==> config.mk <==
export PLATFORM = sky130hd
export DESIGN_NAME = rd_arb
export DESIGN_NICKNAME = d
export VERILOG_FILES = /design/src/rtl/rd_arb_pkg.sv /design/src/rtl/rd_arb_tag_fifo.sv /design/src/rtl/rd_arb.sv
export SDC_FILE = /design/constraint.sdc
export NUM_CORES = 1
export LEC_CHECK = 0
export ABC_AREA = 1
export CAP_MARGIN = 20
export CORE_AREA = 10 10 111 113
export CTS_CLUSTER_DIAMETER = 30
export DETAILED_ROUTE_END_ITERATION = 8
export DIE_AREA = 0 0 121 123
export GPL_ROUTABILITY_DRIVEN = 0
export HOLD_SLACK_MARGIN = 0.08
export PLACE_DENSITY = 0.82
export SLEW_MARGIN = 15
export SYNTH_ARGS = -nofsm -noshare
export SYNTH_HDL_FRONTEND = slang
export SYNTH_SLANG_ARGS = --single-unit
==> constraint.sdc <==
create_clock -name clk -period 2.55 [get_ports clk]
set_clock_uncertainty 0.15 [all_clocks]
set_input_delay 0.51 -clock clk [delete_from_list [all_inputs] [get_ports clk]]
set_output_delay 0.51 -clock clk [all_outputs]
set_load 0.1 [all_outputs]
==> src/rtl/rd_arb_pkg.sv <==
// Shared definitions for the read arbiter.
//   GNT_W / GNT_F : grant-id encoding, also stored as the tag of each outstanding read
//   OST_DEPTH_DEF : default number of outstanding memory reads
package rd_arb_pkg;

    localparam int unsigned OST_DEPTH_DEF = 4;

    typedef enum logic {
        GNT_W = 1'b0,
        GNT_F = 1'b1
    } gnt_e;

endpackage

==> src/rtl/rd_arb_tag_fifo.sv <==
// Tag FIFO: remembers which requester issued each outstanding memory read so in-order
// responses can be routed back.
// Ports:
//   clk, rst        : clock, synchronous active-high reset (empties the FIFO)
//   push, din       : write request and data (ignored while full, even with a pop)
//   pop, dout       : read request (ignored while empty), head of queue
//   full, empty     : occupancy flags
module tag_fifo #(
    parameter int unsigned Width = 1,
    parameter int unsigned Depth = 4
) (
    input  logic             clk,
    input  logic             rst,
    input  logic             push,
    input  logic [Width-1:0] din,
    input  logic             pop,
    output logic [Width-1:0] dout,
    output logic             full,
    output logic             empty
);

    localparam int unsigned PtrW = (Depth > 1) ? $clog2(Depth) : 1;
    localparam logic [PtrW:0]   FullCnt = (PtrW + 1)'(Depth);
    localparam logic [PtrW:0]   CntOne  = 1;
    localparam logic [PtrW-1:0] PtrOne  = 1;

    logic [Width-1:0] mem_q [Depth];
    logic [PtrW-1:0]  wr_ptr_q;
    logic [PtrW-1:0]  rd_ptr_q;
    logic [PtrW:0]    count_q;
    logic             push_ok;
    logic             pop_ok;

    assign full    = (count_q == FullCnt);
    assign empty   = (count_q == '0);
    assign push_ok = push && !full;
    assign pop_ok  = pop && !empty;
    assign dout    = mem_q[rd_ptr_q];

    // Storage needs no reset; occupancy is tracked by the pointers and count.
    always_ff @(posedge clk) begin
        if (push_ok) begin
            mem_q[wr_ptr_q] <= din;
        end
    end

    // Depth is a power of two, so the pointers wrap naturally.
    always_ff @(posedge clk) begin
        if (rst) begin
            wr_ptr_q <= '0;
            rd_ptr_q <= '0;
            count_q  <= '0;
        end else begin
            if (push_ok) begin
                wr_ptr_q <= wr_ptr_q + PtrOne;
            end
            if (pop_ok) begin
                rd_ptr_q <= rd_ptr_q + PtrOne;
            end
            case ({push_ok, pop_ok})
                2'b10:   count_q <= count_q + CntOne;
                2'b01:   count_q <= count_q - CntOne;
                default: count_q <= count_q;
            endcase
        end
    end

endmodule

==> src/rtl/rd_arb.sv <==
// Read arbiter: merges weight (W) and feature-map (F) read requests onto one memory
// port with round-robin tie breaking, and routes in-order memory responses back using
// a tag FIFO of outstanding grant ids.
// Ports:
//   clk, rst                      : clock, synchronous active-high reset
//   weight_biu2arb_* / fmap_*     : requester request channels (addr/vld in, rdy out)
//   arb2weight_biu_* / arb2fmap_* : requester response channels (addr/data/vld out, rdy in)
//   arb2mem_*                     : memory read-request channel
//   mem2arb_*                     : memory read-response channel (in request order)
//   arb_err                       : sticky, set by a response with nothing outstanding
module rd_arb
    import rd_arb_pkg::*;
#(
    parameter int unsigned OST_DEPTH = OST_DEPTH_DEF
) (
    input  logic        clk,
    input  logic        rst,

    input  logic [31:0] weight_biu2arb_addr,
    input  logic        weight_biu2arb_vld,
    output logic        weight_biu2arb_rdy,
    output logic [31:0] arb2weight_biu_addr,
    output logic [31:0] arb2weight_biu_data,
    output logic        arb2weight_biu_vld,
    input  logic        arb2weight_biu_rdy,

    input  logic [31:0] fmap_biu2arb_addr,
    input  logic        fmap_biu2arb_vld,
    output logic        fmap_biu2arb_rdy,
    output logic [31:0] arb2fmap_biu_addr,
    output logic [31:0] arb2fmap_biu_data,
    output logic        arb2fmap_biu_vld,
    input  logic        arb2fmap_biu_rdy,

    output logic [31:0] arb2mem_addr,
    output logic        arb2mem_vld,
    input  logic        arb2mem_rdy,

    input  logic [31:0] mem2arb_addr,
    input  logic [31:0] mem2arb_data,
    input  logic        mem2arb_vld,
    output logic        mem2arb_rdy,

    output logic        arb_err
);

    gnt_e last_grant_q;
    gnt_e lock_id_q;
    logic lock_q;
    logic arb_err_q;
    gnt_e gnt;
    logic req_any;
    logic req_ok;
    logic push;
    logic pop;
    logic tag_in;
    logic tag_head;
    logic tag_full;
    logic tag_empty;
    logic head_is_f;
    logic resp_rdy_sel;
    logic lock_vld;

    // ---------------- request side ----------------
    assign req_any  = weight_biu2arb_vld || fmap_biu2arb_vld;
    assign lock_vld = (lock_id_q == GNT_F) ? fmap_biu2arb_vld : weight_biu2arb_vld;

    // A grant left pending under backpressure is pinned until accepted or its vld drops.
    always_comb begin
        gnt = GNT_W;
        if (lock_q && lock_vld) begin
            gnt = lock_id_q;
        end else if (weight_biu2arb_vld && fmap_biu2arb_vld) begin
            gnt = (last_grant_q == GNT_F) ? GNT_W : GNT_F;
        end else if (fmap_biu2arb_vld) begin
            gnt = GNT_F;
        end
    end

    assign req_ok             = !rst && arb2mem_rdy && !tag_full;
    assign arb2mem_vld        = !rst && req_any && !tag_full;
    assign arb2mem_addr       = (gnt == GNT_F) ? fmap_biu2arb_addr : weight_biu2arb_addr;
    assign weight_biu2arb_rdy = req_ok && (gnt == GNT_W);
    assign fmap_biu2arb_rdy   = req_ok && (gnt == GNT_F);
    assign push               = arb2mem_vld && arb2mem_rdy;
    assign tag_in             = (gnt == GNT_F);

    // ---------------- response side ----------------
    assign head_is_f    = (tag_head == 1'b1);
    assign resp_rdy_sel = head_is_f ? arb2fmap_biu_rdy : arb2weight_biu_rdy;
    assign mem2arb_rdy  = !rst && !tag_empty && resp_rdy_sel;
    assign pop          = mem2arb_vld && mem2arb_rdy;

    assign arb2weight_biu_vld  = !rst && !tag_empty && mem2arb_vld && !head_is_f;
    assign arb2fmap_biu_vld    = !rst && !tag_empty && mem2arb_vld && head_is_f;
    assign arb2weight_biu_addr = mem2arb_addr;
    assign arb2weight_biu_data = mem2arb_data;
    assign arb2fmap_biu_addr   = mem2arb_addr;
    assign arb2fmap_biu_data   = mem2arb_data;

    assign arb_err = arb_err_q;

    always_ff @(posedge clk) begin
        if (rst) begin
            last_grant_q <= GNT_F;
            lock_q       <= 1'b0;
            lock_id_q    <= GNT_W;
            arb_err_q    <= 1'b0;
        end else begin
            if (push) begin
                last_grant_q <= gnt;
            end
            lock_q    <= req_any && !push;
            lock_id_q <= gnt;
            if (mem2arb_vld && tag_empty) begin
                arb_err_q <= 1'b1;
            end
        end
    end

    tag_fifo #(
        .Width (1),
        .Depth (OST_DEPTH)
    ) u_tag_fifo (
        .clk   (clk),
        .rst   (rst),
        .push  (push),
        .din   (tag_in),
        .pop   (pop),
        .dout  (tag_head),
        .full  (tag_full),
        .empty (tag_empty)
    );

endmodule

==> qor.txt <==
Number of flops mapped to enable cells by yosys = 4
Clock root cell = clkbuf_8
Total Wirelength = 7440 µm
CTS buffer count = 3
Sinks on Clock Net = 17
Count of cell types in the netlist = 27
Clock Path Buffers = 2
Final Hold Viols = 0
# IOs = 303
Placed insts = 464
Tcrit/Tclk final = 96.6%
Maximum VDD drop = 0.233 mV
CP startpoint kind = input pin
Area of the multi-input gates = 916 µm²
Largest area contributor in the netlist = buf_4
Die width = 121 µm
Count leader, synth = buf_4
CP delay by family, top = buffers and inverters
Worst path max stage delay = 260 ps
Synth Net Count = 476
WS Path Type = in2out
# hold bufs at CTS = 0
# diodes = 0
Synth async-reset ratio = 0%
Status = finished clean
Antenna violations before repair = 0
Largest fanout on the critical path = 7
DR vias/cell = 3.95
Final Max Tran Viols = 0
Htree depth = 1
Post-synth top area share = 43.3%
RSZ-0062 raised after global routing = false
Area Overhead vs Synth = 50.4%
Post-synth top flop = dfxtp_1
Die Span Y = 123 µm
Top cells by count, synth = buf_4, nand2_1, inv_1
#FFs+latches synth = 17
Slew headroom = 81.6%
FP Rows = 37
Core ar. = 0.0101 mm²
Final Instance Count excl. Fillers = 475
Final setup vio count = 0
Hold WC Path Type = reg2reg
Register area share after synthesis = 16.7%
CTS tree = built
# nets final = 482
Top post-synthesis cells by area = buf_4, nand2_1, dfxtp_1, edfxtp_1, ha_1
Placed wire-length estimate = 6130 µm
Final min period = 2460 ps
Sequential cell area = 380 µm²
Cell repeated most along the worst path = nand2_2
CP Data Required Time = 1890 ps
Final worst setup slack = 85.6 ps
First-iteration detailed-routing DRC count = 55
Vias in the first global route = 2156
Clk_lat worst skew = 250 ps
Pre-Repair DR Iteration Count = 4
Cell area after synthesis = 0.00227 mm²
CP Cell Sequence = dlygate4sd2_1, buf_4, o211ai_2, nand2_4, buf_6, inv_8, bufbuf_16, nand2_2, nand2_2, buf_12
Critical path's slowest cell = bufbuf_16
WP buf/inv = 6
Crit end category = primary output
Hold Path Stages = 1
Total track usage = 9.34%
ANT nets after route = 0
Mean Syn Cell Area = 6.80 µm²
Synth Instances = 334
Syn. warnings = 0
Post-placement setup slack = -185 ps
Power Density = 447 mW/mm²
Fraction of layout cells with a size suffix above 1 = 36.9%
Port Buffers = 110
Reg2reg path depth = 13
LEAKAGE = 1.51 nW
DR WL/cell = 15.7 µm
Number of fill cells in the layout = 1017
First-pass GRT wire length = 11100 µm
Fmax = 406 MHz
DR vias = 1876
Critical path data arrival time = 1800 ps
Full die area = 0.0149 mm²
Largest net degree at the start of global routing = 14
Tightest Pin Transition = 279 ps
Global route overflow = 0
Clock Pin Slew Worst Setup and Hold Paths = 70 ps
DRC = 0
Starting Density = 22.4%
Max cap viols = 0
WP depth = 10
==> logic make-up after synthesis <==
| logic type | synth area share (%) |
|---|---|
| buf+inv | 47.5 |
| simple gates | 27.3 |
| compound gates | 4.52 |
| fa+ha+maj | 3.63 |
| xor+xnor | 0.386 |
| flops | 16.7 |
==> cell usage in the layout, fill, tap and decap left out, types with 2 or more instances in the layout <==
cell / instances
a21oi_1: 7
a21oi_2: 3
buf_12: 43
buf_16: 3
buf_4: 16
clkbuf_8: 3
clkdlybuf4s50_1: 68
dfxtp_1: 13
dlygate4sd2_1: 2
edfxtp_1: 4
ha_1: 5
inv_1: 16
inv_4: 2
nand2_1: 76
nand2_2: 34
nand3_1: 2
nand3_2: 4
nand3_4: 2
nor2_1: 12
nor2_2: 2
nor2_4: 3
o21ai_0: 2
o21ai_1: 2
==> per-stage QoR <==
| step | area, µm² | utilization, % | total power [mW] | hold WS (ps) | setup TNS (ps) |
|---|---|---|---|---|---|
| global route | 3420 | 33.7 | 1.58 | 337 | 0 |
| floorplan | 2290 | - | 1.78 | 305 | 0 |
| global placement | 3120 | 30.7 | 1.25 | 299 | -101 |
| finish | 3420 | 33.7 | 1.53 | 323 | 0 |
| CTS | 3420 | 33.7 | 1.54 | 326 | 0 |
| detailed placement | 3120 | 30.7 | 1.27 | 311 | -303 |
==> path summary, 6_finish.rpt <==
check / slack (ps) / endpoint / start
worst max-delay path: 90 / arb2mem_addr[20] / weight_biu2arb_vld
worst max register to register: 370 / u_tag_fifo.count_q[2] / u_tag_fifo.count_q[0]
worst min-delay path: 320 / arb_err / arb_err
worst min register to register: 320 / arb_err / arb_err
==> per-layer routing <==
metal	global-route usage (%)	share of wire, %
met1	8.69	33
met5	0	0
met3	6.06	16
met2	13.7	43
met4	9.05	8.5
==> cell type report <==
class	instances	area share (%)
tap	136	4.98
inverter	20	2.56
timing repair buffer	135	53.2
clock buffer	3	1.21
sequential	17	11.1
clock inverter	1	0.146
multi-input combinational	163	26.8
==> where the power goes <==
part / total [mW] / switching, mW / internal, mW / leakage, nW
logic: 1.03 / 0.610 / 0.418 / 1.35
clock network: 0.203 / 0.0947 / 0.109 / 0.0255
registers: 0.295 / 0.00704 / 0.288 / 0.143
==> worst reg2reg max path: stages, from the launching register on <==
cell and delay (ps):
dfxtp_1 310, inv_1 110, nand3_2 120, nand2_2 80, nor2_4 120, nand3_4 80, inv_1 60, ha_1 160
inv_1 70, fa_1 380, a21oi_1 140, o21ai_0 120, o21ai_1 130, a21oi_1 50
==> repair_timing <==
item / CTS / global route
setup endpoints to repair: 13 / 5
buffers inserted: 3 / 0
gates resized for setup: 40 / 2
cloned: 4 / 0
pin swaps: 6 / 2
No activity file was read; power rests on OpenSTA's default activity.
